`config.mk`:
```
export PLATFORM = sky130hd
export DESIGN_NAME = btn_led_ctrl
export DESIGN_NICKNAME = d
export VERILOG_FILES = /design/src/rtl/btn_led_ctrl.sv
export SDC_FILE = /design/constraint.sdc
export NUM_CORES = 1
export LEC_CHECK = 0
export CORE_ASPECT_RATIO = 0.9
export CORE_MARGIN = 1.5
export CORE_UTILIZATION = 55
export CTS_CLUSTER_DIAMETER = 30
export DETAILED_ROUTE_END_ITERATION = 7
export PLACE_DENSITY = 0.77
export SYNTH_ARGS = -nofsm -noshare
export SYNTH_HDL_FRONTEND = slang
export SYNTH_SLANG_ARGS = --single-unit
```
`constraint.sdc`:
```
create_clock -name clk -period 8.2 [get_ports clk]
set_input_delay 2.46 -clock clk [delete_from_list [all_inputs] [get_ports clk]]
set_output_delay 2.46 -clock clk [all_outputs]
set_load 0.005 [all_outputs]
```
`src/rtl/btn_led_ctrl.sv`:
```
// -----------------------------------------------------------------------------
// btn_led_ctrl
//
// Per-channel push-button conditioning and LED mode control. Each of the N_CH
// channels synchronises and debounces one raw button pin and turns the accepted
// press into a one-cycle pulse. Each press steps that channel's LED mode
// through OFF -> ON -> BLINK -> OFF. All BLINK channels share one prescaler,
// so they blink in phase.
//
// Parameters:
//   N_CH           number of button/LED channels (1..16)
//   DEB_CYCLES     consecutive stable cycles needed to accept a new level (>=2)
//   BLINK_HALF     clk cycles per blink half-period (>=2)
//   BTN_ACTIVE_LOW 1 = raw button pins are active-low
//
// Ports:
//   clk      in   system clock, all state on rising edge
//   rst      in   asynchronous active-high reset
//   btn_i    in   [N_CH]    raw asynchronous button pins
//   led_o    out  [N_CH]    LED drive, 1 = lit
//   btn_db_o out  [N_CH]    debounced button level, 1 = pressed
//   press_o  out  [N_CH]    one-cycle pulse per accepted press
//   mode_o   out  [2*N_CH]  channel i at [2i+1:2i]; 00 OFF, 01 ON, 10 BLINK
//
// Mode FSM (one instance per channel, advanced only by press):
//   state      | meaning
//   MODE_OFF   | LED dark
//   MODE_ON    | LED steadily lit
//   MODE_BLINK | LED follows the shared blink phase
//   MODE_RSVD  | unreachable; shown as dark, next press goes to MODE_ON
// -----------------------------------------------------------------------------
module btn_led_ctrl #(
    parameter int N_CH           = 3,
    parameter int DEB_CYCLES     = 1_000_000,
    parameter int BLINK_HALF     = 25_000_000,
    parameter bit BTN_ACTIVE_LOW = 1'b0
) (
    input  logic                clk,
    input  logic                rst,
    input  logic [N_CH-1:0]     btn_i,
    output logic [N_CH-1:0]     led_o,
    output logic [N_CH-1:0]     btn_db_o,
    output logic [N_CH-1:0]     press_o,
    output logic [2*N_CH-1:0]   mode_o
);

    localparam int CNT_W = $clog2(DEB_CYCLES + 1);
    localparam int PRE_W = $clog2(BLINK_HALF);

    // The counter never actually holds DEB_CYCLES: the cycle on which it would
    // get there is the cycle the new level is accepted.
    localparam logic [CNT_W-1:0] CNT_LAST = CNT_W'(DEB_CYCLES - 1);
    localparam logic [PRE_W-1:0] PRE_LAST = PRE_W'(BLINK_HALF - 1);

    typedef enum logic [1:0] {
        MODE_OFF   = 2'b00,
        MODE_ON    = 2'b01,
        MODE_BLINK = 2'b10,
        MODE_RSVD  = 2'b11
    } mode_e;

    // -------------------------------------------------------------------------
    // Input polarity and 2-FF synchroniser
    // -------------------------------------------------------------------------
    logic [N_CH-1:0] btn_pol;
    logic [N_CH-1:0] sync1_q;
    logic [N_CH-1:0] sync2_q;

    assign btn_pol = BTN_ACTIVE_LOW ? ~btn_i : btn_i;

    always_ff @(posedge clk or posedge rst) begin
        if (rst) begin
            sync1_q <= '0;
            sync2_q <= '0;
        end else begin
            sync1_q <= btn_pol;
            sync2_q <= sync1_q;
        end
    end

    // -------------------------------------------------------------------------
    // Debounce and press pulse
    // -------------------------------------------------------------------------
    logic [N_CH-1:0][CNT_W-1:0] cnt_q;
    logic [N_CH-1:0][CNT_W-1:0] cnt_d;
    logic [N_CH-1:0]            db_q;
    logic [N_CH-1:0]            db_d;
    logic [N_CH-1:0]            press_q;
    logic [N_CH-1:0]            press_d;

    always_comb begin
        cnt_d   = '0;
        db_d    = db_q;
        press_d = '0;
        for (int i = 0; i < N_CH; i++) begin
            if (sync2_q[i] != db_q[i]) begin
                if (cnt_q[i] == CNT_LAST) begin
                    db_d[i]    = sync2_q[i];
                    // Only a rising acceptance is a press; release is silent.
                    press_d[i] = sync2_q[i];
                end else begin
                    cnt_d[i] = cnt_q[i] + CNT_W'(1);
                end
            end
        end
    end

    always_ff @(posedge clk or posedge rst) begin
        if (rst) begin
            cnt_q   <= '0;
            db_q    <= '0;
            press_q <= '0;
        end else begin
            cnt_q   <= cnt_d;
            db_q    <= db_d;
            press_q <= press_d;
        end
    end

    // -------------------------------------------------------------------------
    // Shared blink timebase
    // -------------------------------------------------------------------------
    logic [PRE_W-1:0] pre_q;
    logic [PRE_W-1:0] pre_d;
    logic             phase_q;
    logic             phase_d;
    logic             pre_wrap;

    assign pre_wrap = (pre_q == PRE_LAST);

    always_comb begin
        pre_d   = pre_wrap ? '0 : pre_q + PRE_W'(1);
        phase_d = phase_q ^ pre_wrap;
    end

    always_ff @(posedge clk or posedge rst) begin
        if (rst) begin
            pre_q   <= '0;
            phase_q <= 1'b0;
        end else begin
            pre_q   <= pre_d;
            phase_q <= phase_d;
        end
    end

    // -------------------------------------------------------------------------
    // Mode FSMs
    // -------------------------------------------------------------------------
    mode_e [N_CH-1:0] mode_q;
    mode_e [N_CH-1:0] mode_d;

    always_comb begin
        mode_d = mode_q;
        for (int i = 0; i < N_CH; i++) begin
            if (press_q[i]) begin
                case (mode_q[i])
                    MODE_OFF:   mode_d[i] = MODE_ON;
                    MODE_ON:    mode_d[i] = MODE_BLINK;
                    MODE_BLINK: mode_d[i] = MODE_OFF;
                    default:    mode_d[i] = MODE_ON;
                endcase
            end
        end
    end

    always_ff @(posedge clk or posedge rst) begin
        if (rst) begin
            for (int i = 0; i < N_CH; i++) begin
                mode_q[i] <= MODE_OFF;
            end
        end else begin
            mode_q <= mode_d;
        end
    end

    // -------------------------------------------------------------------------
    // LED decode (purely combinational, no extra latency)
    // -------------------------------------------------------------------------
    always_comb begin
        led_o  = '0;
        mode_o = '0;
        for (int i = 0; i < N_CH; i++) begin
            mode_o[2*i +: 2] = mode_q[i];
            case (mode_q[i])
                MODE_ON:    led_o[i] = 1'b1;
                MODE_BLINK: led_o[i] = phase_q;
                default:    led_o[i] = 1'b0;
            endcase
        end
    end

    assign btn_db_o = db_q;
    assign press_o  = press_q;

endmodule
```
==> results by group, run 1 <==
Global routing
  – First-pass GRT wire length: 16400 µm
  – Vias in the first global route: 3646
  – Initial antenna violation count: 0
  – Largest net degree at the start of global routing: 54
  – Total GRT Usage: 20.9%
  – Total gr overflow: 0

Synthesis
  – Post-synthesis sequential area ratio: 51.7%
  – Top_reg_cell synth: dfrtp_1
  – Post-synth ARST share: 100%
  – Post-synth top area share: 51.7%
  – Largest cells by area after synthesis: dfrtp_1 52%, xnor2_1 5.2%, nor2_1 4.4%, xor2_1 4.2%, ha_1 3.2%
  – Area leader, netlist: dfrtp_1
  – Synthesized flop and latch total: 104
  – Yosys warns: 0
  – Cell count after synthesis: 494
  – Avg Cell Area, Syn: 10.2 µm²
  – Post-synth top cells: 104 x dfrtp_1, 59 x nor2_1, 30 x xnor2_1
  – Synth cell types: 41
  – Post-synth EDFFs: 0
  – Synth Net Count: 512
  – Synth Cell Area: 5040 µm²
  – Most common cell in the synthesized netlist: dfrtp_1

Worst setup path
  – Worst Path Arrival: 1.79 ns
  – Path depth of the worst reg2reg path: 5
  – CP top delay family: buffers and inverters
  – Worst-path fanout max: 4
  – Critical path launch point type: flip-flop
  – Buffers & Inverters on Critical Path: 2
  – CP Cell Sequence: inv_1, ha_1, nor2_1, clkdlybuf4s50_1
  – Reg2Reg Launch Point: pre_q[0]
  – Kind of critical path: reg -> out
  – Worst EP required: 5.74 ns
  – Worst stage delay on the critical path: 0.51 ns
  – CP endpoint kind: primary output
  – CP max-delay cell: clkdlybuf4s50_1
  – Crit. Startpoint: mode_o[2]
  – R2R setup slack: 6.07 ns
  – CP Depth: 4

CTS
  – Clock Path Buffers: 2
  – Post-CTS sizing: 0
  – Clk slew on worst S/H paths: 0.09 ns
  – Clk root buf: clkbuf_8
  – Skew-Pair Late Insertion Delay: 0.38 ns
  – Hold buffer count at CTS: 0
  – Number of buffers created by CTS: 9
  – TritonCTS Sinks: 104
  – CTS tree: built
  – Setup bufs post-CTS: 0
  – Htree depth: 3

Routing
  – DR vias: 3678
  – Aggregate routed wire length: 9400 µm
  – Post-route DRC violation count: 0
  – Vias per cell: 5.75
  – Drt wl/cell: 14.7 µm
  – DR pass1 iterations: 4
  – Drt initial violations: 137
  – Routed Antenna Nets: 0

Layout
  – Layout cells sized above 1: 5.57%
  – Area grow syn2layout: 9.49%
  – Fillcell total: 747
  – N_diodes: 0
  – Register area: 2600 µm²
  – Multi-input gate area: 2310 µm²
  – Nets: 534

Timing
  – Setup tns final: 0 ns
  – Worst slew margin: 35.5%
  – RSZ-0062 raised after global routing: false
  – Finish-stage setup viols: 0
  – Final Max Tran Viols: 0
  – Peak Freq: 0.235 GHz
  – Slew @ Worst Pin: 0.964 ns
  – Hold Vio Cnt, Final: 0
  – Hold slack: 0.355 ns
  – Clk_skew: 0.00752 ns
  – Final cycle utilization of the critical path: 51.9%
  – Period minus WS final: 4.25 ns

Flow run
  – Max-Cap Viols: 0

Die
  – Die height: 93.8 µm
  – # rows: 32
  – Starting density of the core: 57.7%
  – Chip Width: 104 µm
  – Placeable Area: 8730 µm²
  – # IOs: 20
  – Die ar.: 9740 µm²

Power and ir drop
  – Total Power: 834 µW
  – Pwr dens: 151 nW/µm²
  – Worst-case vdd ir drop: 0.102 mV
  – Lkg Pwr: 2.26 nW

Min path
  – Hold Crit Start: sync1_q[2]
  – Worst Hold Depth: 0
  – Worst hold path class: reg -> reg

Placement
  – Post-DP HPWL: 6410 µm
  – Port Buffers: 19
  – GP Congestion: 0.793

Status
  – Outcome: complete, no violations
[final timing paths]
kind	end
min	sync2_q[2]
min in group asynchronous	press_o[2]
min reg2reg	sync2_q[2]
max reg2reg	pre_q[24]
max in group asynchronous	cnt_q[35]
max	led_o[1]
[cell families after synthesis]
group / share of synthesized area [%]
AOI/OAI and AO/OA: 8.17
xor gates and xnor gates: 9.39
adders and majority gates: 3.23
buffers and inverters: 2.51
DFF: 51.7
muxes: 0.671
and+or+nand+nor: 24.3
[metal layers]
layer,vias to the layer above,track usage (%),share of wire (%)
li1,1801,-,-
met1,1822,26.5,47
met2,43,35.8,48
met3,12,4.92,3.1
met4,0,6.83,1.1
met5,-,0,0
[stage by stage]
stage / worst slack (ns) / std cells / area (µm²) / util [%]
2_1_floorplan: 3.01 / 494 / 5040 / -
5_1_grt: 3.84 / 640 / 5510 / 63.2
3_3_place_gp: 4.13 / 624 / 5350 / 61.3
4_1_cts: 3.93 / 640 / 5510 / 63.2
6_report: 3.95 / 640 / 5510 / 63.2
3_5_place_dp: 4.10 / 624 / 5350 / 61.3
[power breakdown]
part           leakage [nW]  internal (mW)  switching [mW]
clock                0.0899          0.117           0.170
sequential             1.42          0.517         0.00445
combinational         0.754        0.00687          0.0177
total                  2.26          0.641           0.192
[flip-flops by register name, indices dropped and copies added, names as in the netlist]
name and flops:
press_o 3, cnt_q 60, sync2_q 3, pre_q 25, btn_db_o 3, mode_o 6
phase_q 1, sync1_q 3
[cells in the final DEF, fill, tap and decap left out, types with 2 or more instances in the layout]
master	synthesis	final
nand2_1	27	27
and2_1	5	5
or4_1	13	13
clkdlybuf4s50_1	0	19
inv_1	22	21
nor2_1	59	59
o31ai_1	10	10
nand3_1	24	24
or3_1	16	16
and3_1	12	12
nor4_1	12	12
mux2_2	3	3
xor2_1	24	24
buf_4	1	2
nor4b_1	5	5
clkinv_2	0	4
nand4b_1	3	3
and4_1	3	3
nor3_1	10	10
dfrtp_1	104	104
ha_1	13	13
clkbuf_8	0	10
o21ai_0	21	21
o31ai_4	2	2
nand4_1	21	21
xnor2_1	30	30
clkbuf_1	7	2
or4b_1	2	2
a21oi_1	29	29
[layout make-up]
cell class	instances	share of cell area, %
repair buffers	21	3.72
well taps	119	2.70
clock buffers	12	2.63
multi-input cells	358	41.8
clock inverters	4	0.363
inverters	22	1.54
flip-flops and latches	104	47.2
No activity file was read; power rests on OpenSTA's default activity.
==> run 2: changes to the inputs <==
==> constraint.sdc (replaced) <==
create_clock -name clk -period 4.25 [get_ports clk]
set_input_delay 1.275 -clock clk [delete_from_list [all_inputs] [get_ports clk]]
set_output_delay 1.275 -clock clk [all_outputs]
set_load 0.005 [all_outputs]
==> results by group, run 2 (same netlist as run 1, synthesis figures left out) <==
Status
  – Outcome: complete, no violations (unchanged)

Die
  – Starting density of the core: 57.7% (unchanged)
  – Die height: 93.8 µm (unchanged)
  – Placeable Area: 8730 µm² (unchanged)
  – Die ar.: 9740 µm² (unchanged)
  – # IOs: 20 (unchanged)
  – # rows: 32 (unchanged)
  – Chip Width: 104 µm (unchanged)

Global routing
  – First-pass GRT wire length: 16400 µm (about the same)
  – Initial antenna violation count: 0 (unchanged)
  – Largest net degree at the start of global routing: 59 (was 54)
  – Total gr overflow: 0 (unchanged)
  – Total GRT Usage: 20.5% (was 20.9%)
  – Vias in the first global route: 3708 (was 3646)

Timing
  – Period minus WS final: 3.07 ns
  – Final Max Tran Viols: 0 (unchanged)
  – Clk_skew: 0.00913 ns (was 0.00752 ns)
  – RSZ-0062 raised after global routing: false (unchanged)
  – Worst slew margin: 37.2% (was 35.5%)
  – Slew @ Worst Pin: 0.940 ns (was 0.964 ns)
  – Peak Freq: 0.325 GHz
  – Finish-stage setup viols: 0 (unchanged)
  – Setup tns final: 0 ns (unchanged)
  – Hold slack: 0.362 ns (was 0.355 ns)
  – Final cycle utilization of the critical path: 72.3%
  – Hold Vio Cnt, Final: 0 (unchanged)

Flow run
  – Max-Cap Viols: 0 (unchanged)

Placement
  – Post-DP HPWL: 6440 µm (was 6410 µm)
  – Dpl cell area: 5360 µm² (was 5350 µm²)
  – Port Buffers: 19 (unchanged)
  – GP Congestion: 0.788 (was 0.793)

Worst setup path
  – CP Depth: 4 (unchanged)
  – Crit path capture: led_o[0] (was led_o[1])
  – Worst stage delay on the critical path: 0.51 ns (about the same)
  – R2R setup slack: 2.08 ns (was 6.07 ns)
  – CP Cell Sequence: inv_1, ha_1, nor2_1, clkdlybuf4s50_1 (unchanged)
  – Reg2Reg Launch Point: cnt_q[36] (was pre_q[0])
  – Worst EP required: 2.97 ns (was 5.74 ns)
  – Crit. Startpoint: mode_o[0] (was mode_o[2])
  – Worst Path Arrival: 1.80 ns (was 1.79 ns)
  – Critical path launch point type: flip-flop (unchanged)
  – Kind of critical path: reg -> out (unchanged)
  – CP endpoint kind: primary output (unchanged)
  – Buffers & Inverters on Critical Path: 2 (unchanged)
  – Path depth of the worst reg2reg path: 4 (was 5)
  – CP max-delay cell: clkdlybuf4s50_1 (unchanged)
  – CP top delay family: buffers and inverters (unchanged)
  – Worst-path fanout max: 4 (unchanged)
  – R2R Path End: cnt_q[25] (was pre_q[24])

Routing
  – Drt initial violations: 178 (was 137)
  – Drt wl/cell: 14.6 µm (was 14.7 µm)
  – Vias per cell: 5.75 (about the same)
  – DR pass1 iterations: 5 (was 4)
  – DR vias: 3683 (was 3678)
  – Post-route DRC violation count: 0 (unchanged)
  – Aggregate routed wire length: 9330 µm (was 9400 µm)
  – Routed Antenna Nets: 0 (unchanged)

Layout
  – Commonest non-fill, non-tap cells in the layout: 104 x dfrtp_1, 59 x nor2_1, 30 x xnor2_1 (unchanged)
  – Biggest register: cnt_q (unchanged)
  – Layout cells sized above 1: 5.76% (was 5.57%)
  – Area grow syn2layout: 9.91% (was 9.49%)
  – N_diodes: 0 (unchanged)
  – Design Area, Final: 5540 µm² (was 5510 µm²)
  – Largest register FFs: 60 (unchanged)
  – Nets: 534 (unchanged)
  – Commonest non-fill, non-tap cell in the layout: dfrtp_1 (unchanged)

Power and ir drop
  – Int Pwr: 1.24 mW (was 641 µW)
  – Combinational share of power: 3.0% (about the same)
  – Clock Power Share: 34.7% (was 34.5%)
  – P_sw: 375 µW (was 192 µW)
  – Register share of total power: 62.3% (was 62.6%)
  – Pwr dens: 292 nW/µm² (was 151 nW/µm²)
  – Lkg Pwr: 2.27 nW (was 2.26 nW)
  – Worst-case vdd ir drop: 0.159 mV (was 0.102 mV)
  – Switching power share of the total: 23.2% (was 23.1%)

Min path
  – Worst hold path class: reg -> reg (unchanged)

CTS
  – Setup bufs post-CTS: 0 (unchanged)
  – Post-CTS sizing: 0 (unchanged)
  – Clock Path Buffers: 2 (unchanged)
  – CTS tree: built (unchanged)
  – Htree depth: 3 (unchanged)
  – Skew-Pair Late Insertion Delay: 0.36 ns (was 0.38 ns)
  – Hold buffer count at CTS: 0 (unchanged)
  – Clk slew on worst S/H paths: 0.10 ns (was 0.09 ns)
  – Clk root buf: clkbuf_8 (unchanged)
  – TritonCTS Sinks: 104 (unchanged)
  – Number of buffers created by CTS: 9 (unchanged)
## run 2: changes by cell type in the layout (fill, tap and decap cells not counted), sizes merged
cell,previous run,this run
clkbuf,12,11
clkinv,4,5
## run 2: metal layers
layer	global-route usage [%]	up-vias	share of wire [%]
met2	35.8	41	48
met1	25.9	1828	49
met3	5.27	8	2.6
met4	4.86	0	0.74
met5	0	-	0
li1	-	1806	-
## run 2: stage by stage
stage / total power [mW] / setup WS, ns / instances / util (%)
2_1_floorplan: 1.06 / 0.243 / 494 / -
3_3_place_gp: 1.07 / 1.64 / 624 / 61.4
3_5_place_dp: 1.08 / 1.57 / 624 / 61.4
4_1_cts: 1.63 / 1.16 / 640 / 63.4
5_1_grt: 1.68 / 1.09 / 640 / 63.4
6_report: 1.62 / 1.18 / 640 / 63.4
## run 2: how the worst min path moves through the flow
stage	cells after the start	slack, ns	from	to
3_3_place_gp	0	0.33	sync1_q[2]	sync2_q[2]
6_report	0	0.36	sync1_q[2]	sync2_q[2]
4_1_cts	0	0.37	sync1_q[2]	sync2_q[2]
5_1_grt	0	0.38	sync1_q[2]	sync2_q[2]
2_1_floorplan	0	0.33	sync1_q[0]	sync2_q[0]
3_5_place_dp	0	0.34	sync1_q[2]	sync2_q[2]
## run 2: power by group through the flow
stage	Combinational (mW)	Sequential (mW)	Clock [mW]
after global routing	0.0576	1.01	0.611
after floorplan	0.0355	1.02	0
after global placement	0.0491	1.03	0
after CTS	0.0507	1.01	0.576
after detailed placement	0.0505	1.03	0
final	0.0489	1.01	0.561
## run 2: cell type report
class,count,area [µm²]
clock buffer,11,141
clock inverter,5,32.5
fill,717,3190
inverter,22,85.1
multi-input combinational,358,2310
sequential,104,2600
tap,119,149
timing repair buffer,21,218
